File: src/rtl/logic_op_pkg.sv
// Shared definitions for the pipelined bitwise logic unit: op encoding and
// the result-parity helper used by the combinational ALU.
package logic_op_pkg;

  localparam int OP_W = 3;

  typedef enum logic [OP_W-1:0] {
    OP_AND  = 3'b000,
    OP_OR   = 3'b001,
    OP_NAND = 3'b010,
    OP_NOR  = 3'b011,
    OP_XOR  = 3'b100,
    OP_XNOR = 3'b101,
    OP_NOT  = 3'b110,
    OP_PASS = 3'b111
  } op_e;

  // Callers zero-extend narrower results; the extra zero bits leave the parity unchanged.
  function automatic logic parity_fn(input logic [63:0] v);
    return ^v;
  endfunction

endpackage

File: src/rtl/logic_op_pipe_gate_alu.sv
// Purely combinational bitwise operation and result flags for logic_op_pipe.
module gate_alu
  import logic_op_pkg::*;
#(
  parameter int WIDTH = 8
) (
  input  logic [OP_W-1:0]  op,
  input  logic [WIDTH-1:0] a,
  input  logic [WIDTH-1:0] b,
  output logic [WIDTH-1:0] y,
  output logic             zero,
  output logic             ones,
  output logic             parity
);

  // Select the operation and derive flags from that same result.
  always_comb begin
    y = {WIDTH{1'b0}};
    case (op_e'(op))
      OP_AND:  y = a & b;
      OP_OR:   y = a | b;
      OP_NAND: y = ~(a & b);
      OP_NOR:  y = ~(a | b);
      OP_XOR:  y = a ^ b;
      OP_XNOR: y = ~(a ^ b);
      OP_NOT:  y = ~a;
      OP_PASS: y = a;
      default: y = a;
    endcase
    zero   = (y == {WIDTH{1'b0}});
    ones   = (y == {WIDTH{1'b1}});
    parity = parity_fn(64'(y));
  end

endmodule

File: src/rtl/logic_op_pipe.sv
// Two-stage valid/ready pipeline around gate_alu: S1 holds operands, S2 holds
// the registered result and flags, with a wrapping count of delivered results.
module logic_op_pipe
  import logic_op_pkg::*;
#(
  parameter int WIDTH = 8,
  parameter int CNT_W = 16
) (
  input  logic             clk,
  input  logic             rst_n,
  input  logic             in_valid,
  output logic             in_ready,
  input  logic [OP_W-1:0]  op,
  input  logic [WIDTH-1:0] a,
  input  logic [WIDTH-1:0] b,
  output logic             out_valid,
  input  logic             out_ready,
  output logic [WIDTH-1:0] y,
  output logic             y_zero,
  output logic             y_ones,
  output logic             y_parity,
  output logic [CNT_W-1:0] done_count
);

  logic             s1_valid_r;
  logic [WIDTH-1:0] s1_a_r;
  logic [WIDTH-1:0] s1_b_r;
  logic [OP_W-1:0]  s1_op_r;
  logic             s2_valid_r;
  logic [WIDTH-1:0] y_r;
  logic             zero_r;
  logic             ones_r;
  logic             parity_r;
  logic [CNT_W-1:0] cnt_r;

  logic             s2_load_s;
  logic             s1_load_s;
  logic [WIDTH-1:0] alu_y_s;
  logic             alu_zero_s;
  logic             alu_ones_s;
  logic             alu_parity_s;

  // in_ready depends on out_ready only, never on in_valid.
  assign s2_load_s = !s2_valid_r || out_ready;
  assign s1_load_s = !s1_valid_r || s2_load_s;
  assign in_ready  = s1_load_s;

  assign out_valid  = s2_valid_r;
  assign y          = y_r;
  assign y_zero     = zero_r;
  assign y_ones     = ones_r;
  assign y_parity   = parity_r;
  assign done_count = cnt_r;

  gate_alu #(.WIDTH(WIDTH)) u_alu (
    .op     (s1_op_r),
    .a      (s1_a_r),
    .b      (s1_b_r),
    .y      (alu_y_s),
    .zero   (alu_zero_s),
    .ones   (alu_ones_s),
    .parity (alu_parity_s)
  );

  // Stage 1: capture operands on an input transfer; a load with no input leaves a bubble.
  always_ff @(posedge clk or negedge rst_n) begin
    if (!rst_n) begin
      s1_valid_r <= 1'b0;
      s1_a_r     <= {WIDTH{1'b0}};
      s1_b_r     <= {WIDTH{1'b0}};
      s1_op_r    <= {OP_W{1'b0}};
    end else if (s1_load_s) begin
      s1_valid_r <= in_valid;
      if (in_valid) begin
        s1_a_r  <= a;
        s1_b_r  <= b;
        s1_op_r <= op;
      end
    end
  end

  // Stage 2: register result and flags; data holds across bubbles and stalls.
  always_ff @(posedge clk or negedge rst_n) begin
    if (!rst_n) begin
      s2_valid_r <= 1'b0;
      y_r        <= {WIDTH{1'b0}};
      zero_r     <= 1'b0;
      ones_r     <= 1'b0;
      parity_r   <= 1'b0;
    end else if (s2_load_s) begin
      s2_valid_r <= s1_valid_r;
      if (s1_valid_r) begin
        y_r      <= alu_y_s;
        zero_r   <= alu_zero_s;
        ones_r   <= alu_ones_s;
        parity_r <= alu_parity_s;
      end
    end
  end

  // Count results accepted downstream, wrapping naturally at 2^CNT_W.
  always_ff @(posedge clk or negedge rst_n) begin
    if (!rst_n) begin
      cnt_r <= {CNT_W{1'b0}};
    end else if (s2_valid_r && out_ready) begin
      cnt_r <= cnt_r + {{(CNT_W-1){1'b0}}, 1'b1};
    end
  end

endmodule

File: config.mk
export PLATFORM = sky130hd
export DESIGN_NAME = logic_op_pipe
export DESIGN_NICKNAME = d
export VERILOG_FILES = /design/src/rtl/logic_op_pkg.sv /design/src/rtl/logic_op_pipe_gate_alu.sv /design/src/rtl/logic_op_pipe.sv
export SDC_FILE = /design/constraint.sdc
export NUM_CORES = 1
export LEC_CHECK = 0
export CAP_MARGIN = 30
export CORE_ASPECT_RATIO = 0.5
export CORE_MARGIN = 5
export CORE_UTILIZATION = 40
export DETAILED_ROUTE_END_ITERATION = 10
export PLACE_DENSITY_LB_ADDON = 0.3
export SLEW_MARGIN = 25
export SYNTH_ARGS = -nofsm -noshare
export SYNTH_HDL_FRONTEND = slang
export SYNTH_HIERARCHICAL = 1
export SYNTH_SLANG_ARGS = --single-unit
File: constraint.sdc
create_clock -name clk -period 2.2 [get_ports clk]
set_input_delay 0.33 -clock clk [delete_from_list [all_inputs] [get_ports clk]]
set_output_delay 0.33 -clock clk [all_outputs]
set_load 0.03 [all_outputs]
==> results of run 1 <==
## placed cells by master, fill, tap and decap left out, types with 2 or more instances in the layout
cell type and count:
a21oi_1 6, and3_1 2, and4_1 2, and4_4 3, buf_12 4, buf_4 15
clkbuf_16 5, clkdlybuf4s50_1 50, dfrtp_1 48, ha_1 20, ha_2 2, ha_4 3
inv_1 17, inv_2 2, mux2_2 28, mux2_4 10, mux2i_1 14, nand2_1 6
nand2b_1 4, nand3_1 8, nand4_1 4, nor2_1 7, xnor2_1 23, xor2_1 8
## stage by stage
stage               setup WS [ns]  cells  hold slack (ns)
CTS                      -0.04775    401          0.03049
detailed placement       -0.07191    388           0.3436
floorplan                 0.06707    241          0.03441
global route              -0.1855    403          0.05159
global placement         0.002230    388           0.3305
finish                   -0.07484    403          0.01504
## sequential cells by signal, indices dropped and copies added, names as in the netlist
| signal | count |
|---|---|
| s1_b_r | 8 |
| y | 8 |
| y_ones | 1 |
| y_parity | 1 |
| y_zero | 1 |
| done_count | 16 |
| s1_op_r | 3 |
| out_valid | 1 |
| s1_valid_r | 1 |
| s1_a_r | 8 |
## cells by family after synthesis
kind of cell	share of synthesized area
mux	0.2086
fa+ha+maj	0.1078
xor+xnor	0.09957
simple gates	0.08966
compound gates	0.02759
flops	0.4138
buf+inv	0.05301
## what timing repair did
| action | in CTS | in global routing |
|---|---|---|
| hold endpoints to repair | 0 | 0 |
| setup buffers | 5 | 2 |
| gates resized for setup | 2 | 12 |
| pin swaps | 5 | 7 |
| cloned | 0 | 0 |
| setup endpoints to repair | 1 | 3 |
## layer usage
metal	routed length, µm	up-vias	global-route usage
met2	3064	29	0.2412
met5	0	-	0
met4	112	0	0.04219
met3	180	12	0.03884
li1	-	954	-
met1	2545	976	0.1606
## layout make-up
class                           count  area (µm²)  area share
Sequential cell                    48        1201      0.3088
Tap cell                           92       115.1     0.02959
Clock buffer                        5       125.1     0.03216
Multi-Input combinational cell    165        1625      0.4178
Timing Repair Buffer               71       709.4      0.1824
Inverter                           19       71.32     0.01833
Clock inverter                      3       42.54     0.01094
## worst max-delay path, cell delays in order (launching register included)
cell	delay (ns)
dfrtp_1	0.42
inv_2	0.08
ha_4	0.19
and4bb_2	0.29
a21oi_2	0.04
o211ai_1	0.15
o41ai_2	0.14
ha_1	0.34
xnor2_2	0.14
xnor2_1	0.12
mux2_2	0.25
## power breakdown
part	total, µW	internal (µW)	switching [µW]
Clock	873	534	338
Combinational	1950	1010	943
Sequential	1250	1080	171
Total	4080	2620	1450
## cells in the mapped netlist, types with 7 or more instances
| library cell | n | share of area |
|---|---|---|
| dfrtp_1 | 48 | 0.41 |
| mux2_2 | 28 | 0.11 |
| ha_1 | 25 | 0.11 |
| xnor2_1 | 24 | 0.072 |
| inv_1 | 19 | 0.025 |
| mux2i_1 | 14 | 0.048 |
| mux2_4 | 10 | 0.052 |
| xor2_1 | 9 | 0.027 |
| nand3_1 | 8 | 0.014 |
| a21oi_1 | 7 | 0.012 |
| nand2_1 | 7 | 0.0091 |
| nor2_1 | 7 | 0.0091 |
## final timing paths
check / cells after the start / to / slack (ns) / startpoint
max: 10 / y_parity$_DFFE_PN0P_ / -0.07 / s1_a_r[6]$_DFFE_PN0P_
min: 1 / s1_a_r[1]$_DFFE_PN0P_ / 0.02 / rst_n
max reg2reg: 10 / y_parity$_DFFE_PN0P_ / -0.07 / s1_a_r[6]$_DFFE_PN0P_
min reg2reg: 1 / done_count[15]$_DFFE_PN0P_ / 0.47 / done_count[15]$_DFFE_PN0P_
max in group asynchronous: 2 / y[3]$_DFFE_PN0P_ / 1.66 / rst_n
min in group clk: 1 / done_count[15]$_DFFE_PN0P_ / 0.47 / done_count[15]$_DFFE_PN0P_
==> out/metrics.cfg, run 1 <==
[sta]
grt_setup_unrepaired = true
finalCriticalPeriod_ns = 2.275
slew_violations = 0
fmax_mhz = 439.6
worst_slack_ns = -0.07484
hold_viol = 0
worstMarginPinSlew_ns = 0.5254
final-setup-viol-count = 1
fin_skew_ns = 0.004447
min_period_over_period = 1.034
slew_headroom = 0.6497
tns_ns = -0.07484

[floorplanning]
die_y_um = 70.24
rows = 21
die-area_um2 = 9164
core_um2 = 6858
start_util = 0.4233
ioPinCount = 52
die_w_um = 130.5

[power_and_ir_drop]
total_power_uw = 4076
power_density_nw_per_um2 = 1048
ir_drop_v = 0.0005538
p_leak_uw = 0.001772

[synthesis]
synthArstFlopShare = 1.000
yosysWarnings = 6
ys_seq_area_frac = 0.4138
syn_inst = 241
synth_edf_count = 0
syn_avg_cell_area_um2 = 12.04
yosys_most_used_dff = dfrtp_1
syn_nets = 289
syn_area_um2 = 2903
synth_seq_cells = 48
synth_cell_type_count = 32

[place]
hpwl_um = 4278
placed_cell_area_um2 = 3576
portBuffers = 51
gp_congestion = 0.7464

[routing]
via_count = 1971
ant_nets = 0
vias_per_cell = 4.891
wl_um = 5902
wl_per_cell_um = 14.65
drc = 0
drtIter0Drc = 44
dr.pass1.iters = 5

[status]
status = finished, violations left
violations = setup timing

[cells_and_area]
layout-drive-gt1-share = 0.2830
diodes = 0
area_delta_synth_final_pct = 34.01
nets = 358
fill_cells = 572
utilization = 0.5672
stdcell_area_um2 = 3890

[min_path]
hp-class = in2async

[clock_network]
cts_root_buf = clkbuf_16
clockBufferDepth = 2
cts_htree_levels = 2
clk-insertion-delay-late_ns = 0.29
clkSinkCount = 48
cts_tree = yes
cts_made_buffers = 5
cts_hold_buf = 0
path_clk_slew_ns = 0.07

[grt]
grt_pass1_vias = 2156
grt_pass1_wl_um = 10050
grt_overflow = 0
grt_max_degree = 29
gr-usage-all-layers = 0.1367
antenna_found_initial = 0

[setup_path]
crit_path_max_fanout = 4
cp-start-kind = register
cp-end-kind = register
critPathArrivalTime_ns = 2.45
path_class = reg2reg
cp.required_ns = 2.38

[job]
maxCapViolations = 0

Note: power is estimated with default switching activity, not from simulation.
==> run 2: changes to the inputs <==
ABC_CLOCK_PERIOD_IN_PS = 2200   (was default)
CORE_ASPECT_RATIO = 1.75   (was 0.5)
CORE_UTILIZATION = 35   (was 40)
==> out/metrics.cfg, run 2 (synthesis results as in run 1) <==
[sta]
tns_ns = -0.05538  ; +0.01946 ns
min_period_over_period = 1.025  ; -0.008847
slew_headroom = 0.6355  ; -0.01420
worstMarginPinSlew_ns = 0.5467  ; +0.02130 ns
worst_slack_ns = -0.05538  ; +0.01946 ns
slew_violations = 0  ; unchanged
fin_skew_ns = 0.005766  ; +0.001319 ns
fmax_mhz = 443.4  ; +0.86%
final-setup-viol-count = 1  ; unchanged
grt_setup_unrepaired = true
finalCriticalPeriod_ns = 2.255  ; -0.01946 ns
hold_viol = 0  ; unchanged

[floorplanning]
die_w_um = 78.84  ; -40%
core_um2 = 8203  ; +20%
ioPinCount = 52  ; unchanged
start_util = 0.3539  ; -0.06941
rows = 44  ; +110%
die-area_um2 = 10290  ; +12%
die_y_um = 130.5  ; +86%

[routing]
dr.pass1.iters = 4  ; -1
drc = 0  ; unchanged
vias_per_cell = 4.815  ; -1.6%
wl_um = 5437  ; -7.9%
ant_nets = 0  ; unchanged
drtIter0Drc = 41  ; -6.8%
via_count = 1926  ; -2.3%
wl_per_cell_um = 13.59  ; -7.2%

[setup_path]
r2r_slack_ns = -0.06  ; +0.02 ns
crit_path_max_fanout = 3  ; -1
crit_start = s1_b_r[6]$_DFFE_PN0P_
r2r_cells = 10  ; unchanged
cp-end-kind = register
critPathSlowestCell = dfrtp_1
r2r-start = s1_b_r[6]$_DFFE_PN0P_
cp.required_ns = 2.38  ; about the same
cp-start-kind = register
crit_chain = inv_2 > ha_4 > and4bb_2 > a21oi_2 > o211ai_1 > o41ai_2 > ha_1 > xnor2_2 > xnor2_1 > mux2_2
crit_end = y_parity$_DFFE_PN0P_
worstSetupPathDepth = 10  ; unchanged
reg2reg_to = y_parity$_DFFE_PN0P_
max_stage_delay_ns = 0.41  ; about the same
cpLargestDelayFamily = adder cells
critPathArrivalTime_ns = 2.44  ; about the same
path_class = reg2reg
critPathBufInv = 1  ; unchanged

[cells_and_area]
diodes = 0  ; unchanged
layout_common_cells = clkdlybuf4s50_1, dfrtp_1, mux2_2
final_common_cell = clkdlybuf4s50_1
fill_cells = 763  ; +33%
area_delta_synth_final_pct = 31.51
layout-drive-gt1-share = 0.2597  ; -0.02322
stdcell_area_um2 = 3817  ; -1.9%
nets = 355  ; -0.84%
utilization = 0.4654  ; -0.1019
regArea_um2 = 1201  ; unchanged
largest_reg_flops = 16  ; unchanged
multiInputGateArea_um2 = 1594  ; -1.9%
fin_cells = 400  ; -0.74%

[grt]
grt_pass1_vias = 1902  ; -12%
grt_pass1_wl_um = 8949  ; -11%
gr-usage-all-layers = 0.1121  ; -0.02466
grt_overflow = 0  ; unchanged
grt_max_degree = 28  ; -3.4%
antenna_found_initial = 0  ; unchanged

[clock_network]
clkSinkCount = 48  ; unchanged
clockBufferDepth = 2  ; unchanged
cts_made_buffers = 5  ; unchanged
cts_tree = yes
cts_hold_buf = 0  ; unchanged
clk-insertion-delay-late_ns = 0.29  ; about the same
path_clk_slew_ns = 0.07  ; about the same
cts_root_buf = clkbuf_16
cts_htree_levels = 2  ; unchanged

[min_path]
hp-class = in2async

[job]
maxCapViolations = 0  ; unchanged

[place]
hpwl_um = 4146  ; -3.1%
pre_cts_slack_ns = -0.05695  ; +0.01497 ns
dp.cells = 385  ; -0.77%
gp_congestion = 0.7523  ; +0.79%
placed_cell_area_um2 = 3566  ; -0.28%
portBuffers = 51  ; unchanged

[status]
status = finished, violations left
violations = setup timing

[power_and_ir_drop]
clkPwrFrac = 0.206  ; -0.008
ir_drop_v = 0.0008812  ; +59%
power_density_nw_per_um2 = 1019  ; -2.7%
pwr-share-seq = 0.321  ; +0.014
p_sw_frac = 0.3583  ; +0.002091
power.switching_uw = 1394  ; -4.0%
p_comb_frac = 0.474  ; -0.005
p_leak_uw = 0.001753  ; -1.1%
power.internal_uw = 2497  ; -4.9%

## run 2: timing repair
action / 4_1_cts / 5_1_grt
hold endpoints to repair: 0 / 0
buffers inserted: 3 / 4
pin swaps: 0 / 7
resized for setup: 0 / 8
endpoints found under the setup margin: 1 / 2
## run 2: through the flow
stage	hold slack (ns)	power, µW
3_5_place_dp	0.3533	3022
3_3_place_gp	0.3514	2989
5_1_grt	0.05920	4169
6_report	0.01541	3891
2_1_floorplan	0.03441	2439
4_1_cts	0.03177	3853
## run 2: worst min-delay path by stage
stage / to / slack, ns / depth (start not counted)
6_report: done_count[7]$_DFFE_PN0P_ / 0.02 / 1
5_1_grt: done_count[7]$_DFFE_PN0P_ / 0.06 / 1
4_1_cts: done_count[7]$_DFFE_PN0P_ / 0.03 / 1
3_5_place_dp: done_count[7]$_DFFE_PN0P_ / 0.35 / 1
3_3_place_gp: done_count[7]$_DFFE_PN0P_ / 0.35 / 1
2_1_floorplan: done_count[0]$_DFFE_PN0P_ / 0.03 / 0
## run 2: layout make-up
type,instances,share of cell area
clock inverter,2,0.003605
clock buffer,6,0.03638
timing repair buffer,68,0.1790
tap,92,0.03015
multi-input combinational,165,0.4176
inverter,19,0.01868
sequential,48,0.3147
## run 2: power groups by stage
stage | Sequential, µW | Clock [µW] | Combinational, µW
3_3_place_gp | 1260 | 0 | 1730
2_1_floorplan | 1520 | 0 | 919
6_report | 1250 | 800 | 1840
3_5_place_dp | 1270 | 0 | 1750
5_1_grt | 1280 | 863 | 2020
4_1_cts | 1250 | 832 | 1770
## run 2: per-layer routing
layer | vias up | global-route usage | share of wire | wire length [µm]
li1 | 953 | - | - | -
met1 | 930 | 0.1318 | 0.43 | 2320
met2 | 36 | 0.1908 | 0.51 | 2784
met3 | 7 | 0.02538 | 0.039 | 214
met4 | 0 | 0.05769 | 0.022 | 118
met5 | - | 0 | 0 | 0
## run 2: worst reg2reg max path: cells and delay by family, from the launching register on
family,cells,cell delay [ns]
multiplexers,1,0.25
XOR/XNOR,2,0.27
AND/OR/NAND/NOR,1,0.30
AO/OA/AOI/OAI,3,0.31
buffers and inverters,1,0.08
flip-flops,1,0.41
adder cells (fa/ha/maj),2,0.53
